===== src/rtl/serial_adder_ctrl.sv =====
// ---------------------------------------------------------------------------
// serial_adder_ctrl
//
// Bit-serial adder: one 1-bit full-adder cell is time-shared over a WIDTH-bit
// add, LSB first, one bit per clock. Holds the operand shift registers, the
// carry flop, the bit counter and the start/busy/done handshake.
//
// Ports:
//   clk    in   1      system clock, rising edge
//   rst_n  in   1      asynchronous active-low reset
//   start  in   1      begin an add (accepted in IDLE or DONE)
//   a      in   WIDTH  operand A, captured on the accepted start edge
//   b      in   WIDTH  operand B, captured on the accepted start edge
//   cin    in   1      carry-in, captured on the accepted start edge
//   busy   out  1      high while the add is running
//   done   out  1      one-cycle pulse, sum/cout freshly updated
//   sum    out  WIDTH  result of the last completed add
//   cout   out  1      carry-out of the last completed add
// ---------------------------------------------------------------------------

// Plain 1-bit full adder cell.
module serial_adder_fa (
  input  logic a_i,
  input  logic b_i,
  input  logic c_i,
  output logic s_o,
  output logic co_o
);
  assign s_o  = a_i ^ b_i ^ c_i;
  assign co_o = (a_i & b_i) | (a_i & c_i) | (b_i & c_i);
endmodule

module serial_adder_ctrl #(
  parameter int WIDTH = 8
) (
  input  logic             clk,
  input  logic             rst_n,
  input  logic             start,
  input  logic [WIDTH-1:0] a,
  input  logic [WIDTH-1:0] b,
  input  logic             cin,
  output logic             busy,
  output logic             done,
  output logic [WIDTH-1:0] sum,
  output logic             cout
);

  localparam int             CW       = $clog2(WIDTH) + 1;
  localparam logic [CW-1:0]  LAST_BIT = CW'(WIDTH - 1);

  typedef enum logic [1:0] {
    ST_IDLE = 2'd0,
    ST_RUN  = 2'd1,
    ST_DONE = 2'd2
  } state_e;

  state_e             state_q;
  logic [WIDTH-1:0]   a_sh_q;
  logic [WIDTH-1:0]   b_sh_q;
  logic [WIDTH-1:0]   acc_q;
  logic [WIDTH-1:0]   sum_q;
  logic               carry_q;
  logic               cout_q;
  logic               busy_q;
  logic               done_q;
  logic [CW-1:0]      bitcnt_q;

  logic               fa_s;
  logic               fa_co;
  logic [WIDTH-1:0]   acc_d;

  serial_adder_fa u_fa (
    .a_i  (a_sh_q[0]),
    .b_i  (b_sh_q[0]),
    .c_i  (carry_q),
    .s_o  (fa_s),
    .co_o (fa_co)
  );

  // New sum bit enters at the MSB so that after WIDTH shifts the LSB-first
  // bits sit in their natural positions. A 1-bit accumulator is just the bit.
  generate
    if (WIDTH == 1) begin : g_acc_w1
      assign acc_d = fa_s;
    end else begin : g_acc_wn
      assign acc_d = {fa_s, acc_q[WIDTH-1:1]};
    end
  endgenerate

  always_ff @(posedge clk or negedge rst_n) begin
    if (!rst_n) begin
      state_q  <= ST_IDLE;
      a_sh_q   <= '0;
      b_sh_q   <= '0;
      acc_q    <= '0;
      sum_q    <= '0;
      carry_q  <= 1'b0;
      cout_q   <= 1'b0;
      busy_q   <= 1'b0;
      done_q   <= 1'b0;
      bitcnt_q <= '0;
    end else begin
      case (state_q)
        ST_IDLE: begin
          done_q <= 1'b0;
          if (start) begin
            a_sh_q   <= a;
            b_sh_q   <= b;
            carry_q  <= cin;
            bitcnt_q <= '0;
            busy_q   <= 1'b1;
            state_q  <= ST_RUN;
          end
        end

        ST_RUN: begin
          // start is deliberately not looked at here.
          a_sh_q   <= a_sh_q >> 1;
          b_sh_q   <= b_sh_q >> 1;
          acc_q    <= acc_d;
          carry_q  <= fa_co;
          bitcnt_q <= bitcnt_q + CW'(1);
          if (bitcnt_q == LAST_BIT) begin
            // Only place the visible result changes.
            sum_q   <= acc_d;
            cout_q  <= fa_co;
            busy_q  <= 1'b0;
            done_q  <= 1'b1;
            state_q <= ST_DONE;
          end
        end

        ST_DONE: begin
          done_q <= 1'b0;
          if (start) begin
            // Back-to-back add: accepted exactly as from IDLE.
            a_sh_q   <= a;
            b_sh_q   <= b;
            carry_q  <= cin;
            bitcnt_q <= '0;
            busy_q   <= 1'b1;
            state_q  <= ST_RUN;
          end else begin
            state_q  <= ST_IDLE;
          end
        end

        default: begin
          busy_q  <= 1'b0;
          done_q  <= 1'b0;
          state_q <= ST_IDLE;
        end
      endcase
    end
  end

  assign busy = busy_q;
  assign done = done_q;
  assign sum  = sum_q;
  assign cout = cout_q;

endmodule


===== config.mk =====
export PLATFORM = sky130hd
export DESIGN_NAME = serial_adder_ctrl
export DESIGN_NICKNAME = d
export VERILOG_FILES = /design/src/rtl/serial_adder_ctrl.sv
export SDC_FILE = /design/constraint.sdc
export NUM_CORES = 1
export LEC_CHECK = 0
export CORE_UTILIZATION = 53
export DETAILED_ROUTE_END_ITERATION = 7
export GPL_TIMING_DRIVEN = 1
export PLACE_DENSITY = 0.79
export SLEW_MARGIN = 20
export SYNTH_ARGS = -nofsm -noshare
export SYNTH_HDL_FRONTEND = slang
export SYNTH_SLANG_ARGS = --single-unit
export TNS_END_PERCENT = 50

===== constraint.sdc =====
create_clock -name clk -period 1.7 [get_ports clk]
set_input_delay 0.17 -clock clk [delete_from_list [all_inputs] [get_ports clk]]
set_output_delay 0.17 -clock clk [all_outputs]
set_load 0.02 [all_outputs]

==> metrics.yaml, run 1 <==
sta:
  fin_crit_ns: 1.609
  fin_skew_ns: 0.008908
  rsz0062_at_grt: "false"
  fmax_mhz: 621.6
  hold_viol: 0
  slew_violations: 0
  tns_ns: 0
  slew_headroom_pct: 67.01
  setup_violations: 0
  period_share_pct: 94.63
  worstMarginPinSlew_ns: 0.4949
critical_path:
  worstSetupEndpoint: "sum[6]"
  critPathTopFamily: "simple AND/OR/NAND/NOR gates"
  r2r_cells: 5
  critPathKind: "reg -> reg"
  path_max_fanout: 9
  crit_chain: "ha_1 > and3b_1 > nor2b_4 > buf_12 > mux2_4"
  cp.arrival_ns: 1.85
  cpMaxStageDelayCell: "dfrtp_1"
  worst_setup_path_end_kind: "flip-flop"
  critical_path_depth: 5
  critPathLaunchType: "flip-flop"
  rrSetupSlack_ns: 0.09
  worstPathRequired_ns: 1.94
  r2r_start: "bitcnt_q[0]"
  cpPeakStageDelay_ns: 0.41
  critPathLaunch: "bitcnt_q[0]"
  cp.buffers_inverters: 1
  rr_endpoint: "sum[6]"
global_routing:
  grt_pass1_wl_mm: 5.678
  grt_overflow: 0
  grt_start_max_net_pins: 42
  grt_use_total_pct: 19.29
  antenna_found_initial: 0
  grt_pass1_vias: 1179
yosys:
  synth_cells: 125
  synthDistinctLibCells: 23
  synth_common_cells: "41 x dfrtp_1, 27 x mux2_2, 19 x mux2_4, 5 x o21ai_0"
  synth_area_leader_cell: "dfrtp_1"
  syn_avg_cell_area_um2: 15.54
  synth_edf_count: 0
  synth.most_common_cell: "dfrtp_1"
  synth_nets: 147
  ys_top_cells_by_area: "dfrtp_1 53%, mux2_2 16%, mux2_4 15%, buf_6 1.7%, nand2b_4 1.4%"
  yosys_warnings: 0
  synthesis.area_mm2: 0.001943
  synthArstFlopShare_pct: 100.0
  ys_ff_latch: 41
  yosysSeqAreaShare_pct: 52.80
  synth_top_area_share_pct: 52.80
  synth_flop_cell: "dfrtp_1"
placed_design:
  post-dp-hpwl_mm: 2.317
  port-buffer-count: 30
  gp_congestion: 0.6997
route:
  vias: 1085
  routed_via_density: 5.167
  drc: 0
  antenna_left: 0
  drt_wl_total_mm: 3.245
  dr.pass1.iters: 3
  drt_iter0_drc: 6
  wl_per_cell_um: 15.45
finish:
  regArea_mm2: 0.001026
  area_growth_pct: 21.25
  final_layout_size_suffix_gt1_share_pct: 39.63
  antenna_cells: 0
  nFillCells: 260
  multi_input_area_um2: 830.8
  finalNetCount: 185
power:
  power_density_mw_per_mm2: 1871
  peakVddDrop_mv: 0.8006
  p_leak_nw: 1.066
  fin_total_pwr_mw: 4.409
clocking:
  clock_latency_ns: 0.35
  h-tree-depth: 2
  cts_root_buf: "clkbuf_4"
  cts_tree: "done"
  cts_resized: 0
  cts_buffers: 5
  clk_pin_slew_ns: 0.12
  clk_path_buf_depth: 2
  cts_sinks: 41
hold_path:
  min_path_type: "in -> async"
run:
  cap_violations: 0
floorplanning:
  dieArea_mm2: 0.003913
  design.core.area_mm2: 0.003416
  io_pins: 31
  placementRows: 21
  die_w_um: 62.55
  die_h_um: 62.55
  start_util_pct: 56.89
outcome:
  outcome: "finished, final reports clean"
[placed cells by master (no fill, tap or decap), types with 4 or more instances in the layout]
cell,netlist,layout
nor2_1,4,4
buf_4,0,5
clkbuf_4,0,5
o21ai_0,5,5
dfrtp_1,41,41
mux2_2,27,27
clkdlybuf4s50_1,0,29
nand3_1,4,4
mux2_4,19,19
[worst min-delay path: cells and delay by family]
family                 cells  cell delay (ns)
buffers and inverters      3             1.02
[cell families after synthesis]
family | after synthesis | synth area share (%)
AND/OR/NAND/NOR | 15 | 6.182
adder cells (fa/ha/maj) | 2 | 1.674
flip-flops | 41 | 52.80
buffers and inverters | 9 | 4.443
XOR/XNOR | 2 | 0.9016
AO/OA/AOI/OAI | 8 | 2.640
multiplexers | 48 | 31.36
[routing by layer]
layer	part of all wire (%)	wire length [um]	GRT usage, %
met1	45	1446	23.81
met5	0	0	0
met4	1.5	48	6.977
met3	3.7	120	6.022
met2	50	1629	31.79
[layout make-up]
cell class,instances,area share [%]
clock inverters,2,0.4249
well taps,46,2.443
repair buffers,38,16.25
flip-flops and latches,41,43.55
inverters,2,0.3186
multi-input cells,75,35.26
clock buffers,6,1.753
[per-stage QoR]
stage                     utilization, %  hold WS, ns  area, um^2  std cells  worst slack, ns
after floorplan                        -      -0.1256        1943        125           0.2428
final                              68.97       0.3847        2356        210          0.09133
after CTS                          68.39       0.3989        2336        209          0.03893
after detailed placement           66.59       0.2558        2275        200          0.05300
after global routing               68.97       0.4086        2356        210         0.004973
after global placement             66.59       0.2501        2275        200           0.1371
[timing repair]
item                       CTS  global route
hold buffers                 1             0
buffers inserted             0             1
setup endpoints to repair    0             9
hold endpoints to repair    41             0
[power by group]
part | internal (mW) | switching, mW | leakage [nW]
Clock | 0.158 | 0.309 | 0.0320
Sequential | 1.44 | 0.339 | 0.498
Combinational | 1.35 | 0.810 | 0.536
[worst min-delay path by stage]
| stage | start | endpoint | slack (ns) |
|---|---|---|---|
| floorplan | rst_n | a_sh_q[0] | -0.13 |
| global placement | rst_n | busy | 0.25 |
| detailed placement | rst_n | done | 0.26 |
| CTS | rst_n | sum[2] | 0.40 |
| global route | rst_n | sum[2] | 0.41 |
| finish | rst_n | state_q[1] | 0.38 |
[flip-flops by register name (all words and copies together), names as in the netlist]
signal / count
a_sh_q: 8
done: 1
state_q: 2
sum: 8
busy: 1
b_sh_q: 8
carry_q: 1
bitcnt_q: 4
cout: 1
acc_q: 7
Power figures use the tool's default switching activity.
==> inputs of run 2 (changes only) <==
TNS_END_PERCENT = unset   (was 50)
==> results of run 2 <==
The final DEF is identical to that of run 1; final timing and power are the same.
